### config.mk
export PLATFORM = sky130hd
export DESIGN_NAME = tick_chain_flat
export DESIGN_NICKNAME = d
export VERILOG_FILES = /design/src/rtl/tick_chain_pkg.sv /design/src/rtl/tick_chain_if.sv /design/src/rtl/tick_chain_stage.sv /design/src/rtl/tick_chain.sv /design/src/flat_wrapper.sv
export SDC_FILE = /design/constraint.sdc
export NUM_CORES = 1
export LEC_CHECK = 0
export ABC_AREA = 1
export CAP_MARGIN = 15
export CORE_UTILIZATION = 25
export DETAILED_ROUTE_END_ITERATION = 10
export MAX_ROUTING_LAYER = met4
export SKIP_CTS_REPAIR_TIMING = 1
export SLEW_MARGIN = 20
export SYNTH_ARGS = -nofsm -noshare
export SYNTH_HDL_FRONTEND = slang
export SYNTH_HIERARCHICAL = 1
export SYNTH_SLANG_ARGS = --single-unit
### constraint.sdc
create_clock -name i_clk -period 6.2 [get_ports i_clk]
set_clock_uncertainty 0.15 [all_clocks]
set_input_delay 1.24 -clock i_clk [delete_from_list [all_inputs] [get_ports i_clk]]
set_output_delay 1.24 -clock i_clk [all_outputs]
set_load 0.05 [all_outputs]
### src/rtl/tick_chain_pkg.sv
// Shared constants for the tick_chain prescaler: select width, 12 MHz default divisors,
// and a slice macro for the packed per-stage vectors.
`ifndef TICK_CHAIN_SLICE
`define TICK_CHAIN_SLICE(vec, k, w) vec[(k)*(w) +: (w)]
`endif

package tick_chain_pkg;

    localparam int unsigned CFG_SEL_W = 3;

    // 12 MHz -> 1.25 us -> 8.33 ms -> 1 s
    localparam int unsigned DIV_1US25 = 15;
    localparam int unsigned DIV_120HZ = 6667;
    localparam int unsigned DIV_1HZ   = 120;

endpackage

### src/rtl/tick_chain_if.sv
// Control/pulse bundle of the tick_chain prescaler; o_cnt exists only with TICK_CHAIN_CNT_OUT_EN.
interface tick_chain_if #(
    parameter int unsigned NUM_STAGES = 3,
    parameter int unsigned CNT_W      = 24
);
    import tick_chain_pkg::*;

    logic                        i_en;
    logic                        i_clear;
    logic                        i_cfg_we;
    logic [CFG_SEL_W-1:0]        i_cfg_sel;
    logic [CNT_W-1:0]            i_cfg_div;
    logic [NUM_STAGES-1:0]       o_pulse;
`ifdef TICK_CHAIN_CNT_OUT_EN
    logic [NUM_STAGES*CNT_W-1:0] o_cnt;
`endif

    modport master (
        output i_en, i_clear, i_cfg_we, i_cfg_sel, i_cfg_div,
`ifdef TICK_CHAIN_CNT_OUT_EN
        input  o_cnt,
`endif
        input  o_pulse
    );

    modport slave (
        input  i_en, i_clear, i_cfg_we, i_cfg_sel, i_cfg_div,
`ifdef TICK_CHAIN_CNT_OUT_EN
        output o_cnt,
`endif
        output o_pulse
    );

endinterface

### src/rtl/tick_chain_stage.sv
// One prescaler stage: counter, shadowed divisor and terminal-count compare.
// With TICK_CHAIN_CNT_OUT_EN the live counter is exported on cnt.
module tick_stage #(
    parameter int unsigned      CNT_W    = 24,
    parameter logic [CNT_W-1:0] DIV_INIT = CNT_W'(1)
) (
    input  logic             clk,
    input  logic             rst_n,
    input  logic             inc,
    input  logic             clear,
    input  logic             cfg_we,
    input  logic [CNT_W-1:0] cfg_div,
`ifdef TICK_CHAIN_CNT_OUT_EN
    output logic [CNT_W-1:0] cnt,
`endif
    output logic             wrap_c
);

    logic [CNT_W-1:0] cnt_q;
    logic [CNT_W-1:0] active_q;
    logic [CNT_W-1:0] pending_q;
    logic [CNT_W-1:0] eff_c;

    // A zero divisor behaves as one; >= lets a shrunk divisor wrap on the next increment
    assign eff_c  = (active_q == '0) ? CNT_W'(1) : active_q;
    assign wrap_c = inc & (cnt_q >= (eff_c - CNT_W'(1)));

    always_ff @(posedge clk or negedge rst_n) begin
        if (!rst_n) begin
            cnt_q     <= '0;
            active_q  <= DIV_INIT;
            pending_q <= DIV_INIT;
        end else begin
            if (cfg_we) begin
                pending_q <= cfg_div;
            end
            // active only reloads at a period boundary, so a period is never cut short
            if (clear) begin
                cnt_q    <= '0;
                active_q <= pending_q;
            end else if (wrap_c) begin
                cnt_q    <= '0;
                active_q <= pending_q;
            end else if (inc) begin
                cnt_q    <= cnt_q + CNT_W'(1);
            end
        end
    end

`ifdef TICK_CHAIN_CNT_OUT_EN
    assign cnt = cnt_q;
`endif

endmodule

### src/rtl/tick_chain.sv
// Cascaded prescaler producing NUM_STAGES nested, cycle-aligned one-cycle tick pulses.
// Optional macro TICK_CHAIN_CNT_OUT_EN exports the live stage counters on o_cnt.
module tick_chain
    import tick_chain_pkg::*;
#(
    parameter int unsigned                  NUM_STAGES = 3,
    parameter int unsigned                  CNT_W      = 24,
    parameter logic [NUM_STAGES*CNT_W-1:0]  DIV_INIT   = {CNT_W'(DIV_1HZ), CNT_W'(DIV_120HZ), CNT_W'(DIV_1US25)}
) (
    input  logic         i_clk,
    input  logic         i_reset_n,
    tick_chain_if.slave  bus
);

    logic [NUM_STAGES-1:0] inc_c;
    logic [NUM_STAGES-1:0] wrap_c;

    // Carry chain: each stage advances only when the one below wraps
    assign inc_c[0] = bus.i_en & ~bus.i_clear;

    for (genvar k = 0; k < NUM_STAGES; k++) begin : g_stage
        if (k > 0) begin : g_carry
            assign inc_c[k] = wrap_c[k-1];
        end

        tick_stage #(
            .CNT_W    (CNT_W),
            .DIV_INIT (`TICK_CHAIN_SLICE(DIV_INIT, k, CNT_W))
        ) u_stage (
            .clk     (i_clk),
            .rst_n   (i_reset_n),
            .inc     (inc_c[k]),
            .clear   (bus.i_clear),
            .cfg_we  (bus.i_cfg_we && (bus.i_cfg_sel == CFG_SEL_W'(k))),
            .cfg_div (bus.i_cfg_div),
`ifdef TICK_CHAIN_CNT_OUT_EN
            .cnt     (`TICK_CHAIN_SLICE(bus.o_cnt, k, CNT_W)),
`endif
            .wrap_c  (wrap_c[k])
        );
    end

    always_ff @(posedge i_clk or negedge i_reset_n) begin
        if (!i_reset_n) begin
            bus.o_pulse <= '0;
        end else begin
            bus.o_pulse <= wrap_c;
        end
    end

endmodule

### src/flat_wrapper.sv
// flat-port wrapper written by rule: the top's interface ports become plain ports
module tick_chain_flat import tick_chain_pkg::*;
#(
    parameter int unsigned                  NUM_STAGES = 3,
    parameter int unsigned                  CNT_W      = 24,
    parameter logic [NUM_STAGES*CNT_W-1:0]  DIV_INIT   = {CNT_W'(DIV_1HZ), CNT_W'(DIV_120HZ), CNT_W'(DIV_1US25)}
)
  (i_clk, i_reset_n, bus_i_en, bus_i_clear, bus_i_cfg_we, bus_i_cfg_sel, bus_i_cfg_div, bus_o_pulse);
  tick_chain_if #(.NUM_STAGES(NUM_STAGES), .CNT_W(CNT_W)) bus_i ();
  input  logic i_clk;
  input  logic i_reset_n;
  input wire logic [$bits(bus_i.i_en)-1:0] bus_i_en;
  input wire logic [$bits(bus_i.i_clear)-1:0] bus_i_clear;
  input wire logic [$bits(bus_i.i_cfg_we)-1:0] bus_i_cfg_we;
  input wire logic [$bits(bus_i.i_cfg_sel)-1:0] bus_i_cfg_sel;
  input wire logic [$bits(bus_i.i_cfg_div)-1:0] bus_i_cfg_div;
  output wire logic [$bits(bus_i.o_pulse)-1:0] bus_o_pulse;
  assign bus_i.i_en = bus_i_en;
  assign bus_i.i_clear = bus_i_clear;
  assign bus_i.i_cfg_we = bus_i_cfg_we;
  assign bus_i.i_cfg_sel = bus_i_cfg_sel;
  assign bus_i.i_cfg_div = bus_i_cfg_div;
  assign bus_o_pulse = bus_i.o_pulse;
  tick_chain #(.NUM_STAGES(NUM_STAGES), .CNT_W(CNT_W), .DIV_INIT(DIV_INIT)) u_core (.i_clk(i_clk), .i_reset_n(i_reset_n), .bus(bus_i));
endmodule
; Yosys cells after proc, flatten, opt, wreduce, memory -nomap -nowiden
; Cells that the tools add are included.
[totals]
ff_bits = 219
latch_bits = 0
ram_bits = 0
mem_bits_ro = 0
inputBits = 32
word_cells = 57
n_memories = 0
[op_classes]
addsub = 6
mul = 0
n_div = 0
order_cmp = 3
eq_ne = 2
shifts = 0
muxes = 18
bitwise_logic = 5
n_reduce_logical = 13
[ops]
columns = operator, n
row1 = 2-to-1 mux 24 bit, 18
row2 = adder 24 x 1 -> 24 bit (second input constant), 3
row3 = >= comparator 24 bit, 3
row4 = zero test 24 bit, 3
row5 = subtractor 24 x 1 -> 24 bit (second input constant), 3
row6 = nonzero test 3 bit, 3
row7 = nonzero test 2 bit, 3
row8 = AND 1 bit, 4
row9 = equality test 3 x 1 -> 1 bit (second input constant), 1
row10 = equality test 3 x 2 -> 1 bit (second input constant), 1
row11 = logical AND 1 bit, 3
row12 = zero test 3 bit, 1
row13 = inverter 1 bit, 1

; Depth between registers and ports, before layout
[logic_depth]
word_depth = 9
mapped_depth = 36
mapped_depth_nobuf = 34

; Hierarchy
; The synthesis kept the hierarchy.
[modules_own_cells]
columns = mod, instances, cells_per_inst, area_per_inst_um2, seq_area_each_um2
row1 = tick_stage (u_core.g_stage[0].u_stage), 1, 530, 4451.8, 1811.7
row2 = tick_stage (u_core.g_stage[1].u_stage), 1, 527, 4349.2, 1816.7
row3 = tick_stage (u_core.g_stage[2].u_stage), 1, 527, 4344.2, 1811.7
row4 = tick_chain, 1, 15, 122.6, 75.1

; Worst setup path before layout
; OpenSTA, ideal clock, no wires.
[synth_path]
kind = flip-flop to flip-flop
startpoint = register u_core.g_stage[0].u_stage.active_q[2]
endpoint = register u_core.g_stage[2].u_stage.cnt_q[16]
setup_time_ns = 0.119
arrival_time_ns = 4.315
required_ns = 5.931
slack_ns = 1.616
path_stages_with_launch = 33
path_buffers = 2
cell_sequence = dfstp_2 inv_1 nand2_1 nor3_1 nand4_1 nand2_2 inv_2 ha_1 nand2_1 nor2_1 nand2_1 nor3_1 xnor2_1 ha_1 nand2_1 nor2_2 nand3_1 nor2_1 nand2_1 nand2_2 nand2_4 buf_2 inv_1 nand2_4 buf_2 inv_1 o21ai_2 nor3_4 nand3_2 nor2_4 nand2_2 xor2_1 nor2_2
[synth_between]
elab_chain_cells = 9
word_cells_on_any_way = 10
[synth_rtl]
columns = element, line_no
row1 = start: declaration, tick_chain_stage.sv:20  ; logic [CNT_W-1:0] active_q;
row2 = start signal: assignment, tick_chain_stage.sv:40  ; active_q <= pending_q;
row3 = start signal: assignment, tick_chain_stage.sv:43  ; active_q <= pending_q;
row4 = zero test 24 bit, tick_chain_stage.sv:25  ; assign eff_c = (active_q == '0) ? CNT_W'(1) : active_q;
row5 = 2-to-1 mux 24 bit (*), tick_chain_stage.sv:25
row6 = subtractor 24 x 1 -> 24 bit (*), tick_chain_stage.sv:26  ; assign wrap_c = inc & (cnt_q >= (eff_c - CNT_W'(1)));
row7 = >= comparator 24 bit (*), tick_chain_stage.sv:26
row8 = AND 1 bit (*), tick_chain_stage.sv:26
row9 = named net u_core.inc_c[1], tick_chain.sv:15  ; logic [NUM_STAGES-1:0] inc_c;
row10 = AND 1 bit (*), tick_chain_stage.sv:26
row11 = named net u_core.inc_c[2], tick_chain.sv:15
row12 = AND 1 bit, tick_chain_stage.sv:26
row13 = 2-to-1 mux 24 bit, tick_chain_stage.sv:41  ; end else if (wrap_c) begin
row14 = 2-to-1 mux 24 bit, tick_chain_stage.sv:38  ; if (clear) begin
row15 = end signal: assignment, tick_chain_stage.sv:45  ; cnt_q <= cnt_q + CNT_W'(1);
row16 = end: declaration, tick_chain_stage.sv:19  ; logic [CNT_W-1:0] cnt_q;
; Mark *: on every way through the listed nets, which the timed path passes. The rest lies on a longest branch.
; A chain may end at the register's enable or synchronous reset.

; Worst setup path after layout
[layout_path]
startpoint = register u_core.g_stage[0].u_stage.active_q[2]
endpoint = register u_core.g_stage[2].u_stage.active_q[23]
[layout_between]
elab_chain_cells = 8
[layout_rtl]
columns = element, line_no
row1 = zero test 24 bit, tick_chain_stage.sv:25
row2 = 2-to-1 mux 24 bit (*), tick_chain_stage.sv:25
row3 = subtractor 24 x 1 -> 24 bit (*), tick_chain_stage.sv:26
row4 = >= comparator 24 bit (*), tick_chain_stage.sv:26
row5 = AND 1 bit (*), tick_chain_stage.sv:26
row6 = named net u_core.inc_c[1], tick_chain.sv:15
row7 = AND 1 bit (*), tick_chain_stage.sv:26
row8 = named net u_core.inc_c[2], tick_chain.sv:15
row9 = AND 1 bit (*), tick_chain_stage.sv:26
row10 = nonzero test 2 bit (no source line) (*), n/a
row11 = end signal: assignment, tick_chain_stage.sv:40
row12 = end signal: assignment, tick_chain_stage.sv:43
row13 = end: declaration, tick_chain_stage.sv:20
; Marked as above.

==> summary.md <==
| Metric | Value |
|---|---|
| Status | `finished, final reports clean` |
| Mapped Area | `13270 um2` |
| Top Layer Used | `met4` |
| Met3 WL | `967 um` |
| F_max | `183.3 MHz` |
| IO buf count | `34` |
| Slew margin rel. | `0.3559` |
| Routed met1 length | `15010 um` |
| Commonest cells after routing, fill and taps aside | `nand2_1 (412), nor2_1 (227), dfrtp_1 (191), inv_1 (141), nand3_1 (124)` |
| Commonest non-fill, non-tap cell in the layout | `nand2_1` |
| Non-Filler Instances | `2336` |
| Core area | `52450 um2` |
| Bufs on Longest Clock Path | `3` |
| Async SR Flop Fraction | `1.000` |
| Initial Util | `0.2530` |
| CP Capture Type | `flip-flop` |
| Max-Cap Viols | `0` |
| 1st-iter DRT viols | `458` |
| Slew @ Worst Pin | `0.9628 ns` |
| RSZ-0062 raised after global routing | `false` |
| Worst Setup SP | `u_core/g_stage[0].u_stage/active_q[2]` |
| Crit path max fanout | `47` |
| # DRC | `0` |
| Synth top area cells | `dfrtp_1 (36%), nand2_1 (12%), ha_1 (7.4%), nor2_1 (6.5%), mux2_2 (6.1%)` |
| Die H | `232.4 um` |
| Met2 WL | `14470 um` |
| Pre-antenna DRT Iters | `5` |
| Placed Area | `14280 um2` |
| Num Clock Sinks | `219` |
| CP max stage delay | `0.74 ns` |
| Die Width | `232.4 um` |
| Critical path's most frequent cell | `nand2_1` |
| Via count | `10284` |
| Pwr Total | `4.268 mW` |
| Yosys reg bits | `219` |
| Largest net degree at the start of global routing | `104` |
| Hold_sp | `u_core/g_stage[2].u_stage/pending_q[3]` |
| WL/cell | `13.27 um` |
| Total track usage | `0.1223` |
| Tcrit/Tclk final | `0.8802` |
| CP arrival | `5.78 ns` |
| WS Path Type | `reg -> reg` |
| Mapped Cells | `1599` |
| Final setup fails | `0` |
| Num CTS Buffers | `26` |
| Final net count | `1738` |
| Inst Count DP | `2288` |
| Vias in the first global route | `10316` |
| Final Hold Violating Endpoints | `0` |
| CP required | `6.53 ns` |
| Clock Latency Late Sink | `0.54 ns` |
| WL final | `31000 um` |
| Final slew viol count | `0` |
| Yosys warning total | `6` |
| RD Place Congestion | `0.8630` |
| Filler cell count | `5552` |
| Pwr/cell area | `281.4 nW/um2` |
| Drt via density | `4.402` |
| CTS root buf | `clkbuf_16` |
| Number of diodes | `0` |
| P_leak | `7.066 nW` |
| First-pass GRT wire length | `52570 um` |
| Post-synth EDFFs | `0` |
| Area growth syn-to-layout | `14.32%` |
| CTS clk-pin slew, worst paths | `0.06 ns` |
| Peak VDD IR | `0.2534 mV` |
| H-tree Lvls | `1` |
| Hold crit path type | `reg -> reg` |
| Layout cells sized above 1 | `0.1359` |
| Post-route ant nets | `0` |
| Dpl hpwl | `23190 um` |
| Synth area leader | `dfrtp_1` |
| Startpoint Class | `flip-flop` |
| Initial antenna violation count | `0` |
| Reg2reg start | `u_core/g_stage[0].u_stage/active_q[2]` |
| Tmin final | `5.457 ns` |
| TritonCTS clock tree | `done` |
| Slowest-stage cell, CP | `nand2_2` |
| Syn Nets | `1709` |
| Top_reg_cell synth | `dfrtp_1` |
| I/O pins | `35` |
| Rows | `84` |
| Setup TNS | `0 ns` |
| Die ar. | `54000 um2` |
| Sequential area share after synthesis | `0.4157` |
| Syn avg cell area | `8.298 um2` |
| Cell area after layout | `15170 um2` |
| GR Overflow Total | `0` |
| Cell variety after synth | `44` |
| Synth top area share | `0.3602` |
-- power by group --
part | switching, mW | internal, mW | leakage [nW]
sequential | 0.197 | 1.66 | 2.76
combinational | 0.475 | 0.353 | 3.87
clock | 0.626 | 0.961 | 0.436
-- cell families after synthesis --
family	count (synthesis)	share of synthesized area
AND/OR/NAND/NOR	889	0.2992
adder cells (fa/ha/maj)	78	0.07356
multiplexers	72	0.06111
buffers and inverters	187	0.06120
XOR/XNOR	93	0.06139
flip-flops	219	0.4157
AO/OA/AOI/OAI	61	0.02782
-- cell usage after synthesis, types with 3 or more instances --
| master | number |
|---|---|
| nor3_1 | 12 |
| inv_1 | 141 |
| ha_1 | 78 |
| o22ai_1 | 3 |
| buf_4 | 3 |
| clkbuf_1 | 10 |
| o21a_1 | 3 |
| dfstp_2 | 28 |
| nand2_4 | 5 |
| dfrtp_1 | 191 |
| nand4_1 | 34 |
| mux2_2 | 72 |
| o21ai_0 | 16 |
| nor2_1 | 230 |
| nor3_2 | 5 |
| a21o_1 | 6 |
| nand3_1 | 124 |
| inv_2 | 6 |
| o21bai_1 | 5 |
| nand2_1 | 412 |
| buf_6 | 11 |
| o21ai_2 | 3 |
| nor2_2 | 15 |
| nor4_1 | 11 |
| xnor2_1 | 42 |
| nand3b_1 | 4 |
| nor2_4 | 9 |
| buf_2 | 13 |
| a21oi_1 | 21 |
| nor3_4 | 3 |
| nand2_2 | 9 |
| nand3_2 | 5 |
| xor2_1 | 51 |
| or2_2 | 4 |
| a21oi_2 | 3 |
-- worst paths after layout --
kind                            cells after the start                                     end  slack [ns]
worst max-delay path                               27  u_core/g_stage[2].u_stage/active_q[23]        0.74
worst min-delay path                                2   u_core/g_stage[2].u_stage/active_q[3]        0.31
worst max register to register                     27  u_core/g_stage[2].u_stage/active_q[23]        0.74
worst min register to register                      2   u_core/g_stage[2].u_stage/active_q[3]        0.31
max in group asynchronous                           2  u_core/g_stage[1].u_stage/active_q[13]        4.01
min in group asynchronous                           1      u_core/g_stage[0].u_stage/cnt_q[4]        0.56
-- metal layers --
metal | track usage | vias to the layer above
met5 | - | -
met4 | 0.03125 | 0
met3 | 0.01605 | 41
met2 | 0.2012 | 137
met1 | 0.1577 | 4895
li1 | - | 5211
-- critical path, delay by kind of cell (launching register included) --
family	cells	cell delay, ns
adders and majority gates	2	0.49
buffers and inverters	4	0.76
DFF	1	0.56
and+or+nand+nor	20	3.29
xor gates and xnor gates	1	0.10
-- flip-flops by register name (all words and copies together) (netlist names) --
| register | cells |
|---|---|
| u_core/g_stage.u_stage/active_q | 72 |
| u_core/g_stage.u_stage/cnt_q | 72 |
| u_core/g_stage.u_stage/pending_q | 72 |
| u_core/bus.o_pulse | 3 |
-- final cells by class --
class | instances | area, um2 | share of cell area
multi-input cells | 1193 | 6958 | 0.4587
well taps | 688 | 860.8 | 0.05675
clock buffers | 35 | 735.7 | 0.04850
inverters | 149 | 559.3 | 0.03687
repair buffers | 39 | 382.9 | 0.02524
flip-flops and latches | 219 | 5515 | 0.3636
clock inverters | 13 | 156.4 | 0.01031
-- per-stage QoR --
step	util	setup slack (ns)	hold WS [ns]
6_report	0.2892	0.7430	0.3116
5_1_grt	0.2892	0.1287	0.3267
4_1_cts	0.2892	0.6886	0.3155
3_5_place_dp	0.2722	0.7019	0.3028
3_3_place_gp	0.2720	0.9459	0.2978
2_1_floorplan	-	1.616	0.2880
Note: power is estimated with default switching activity, not from simulation.
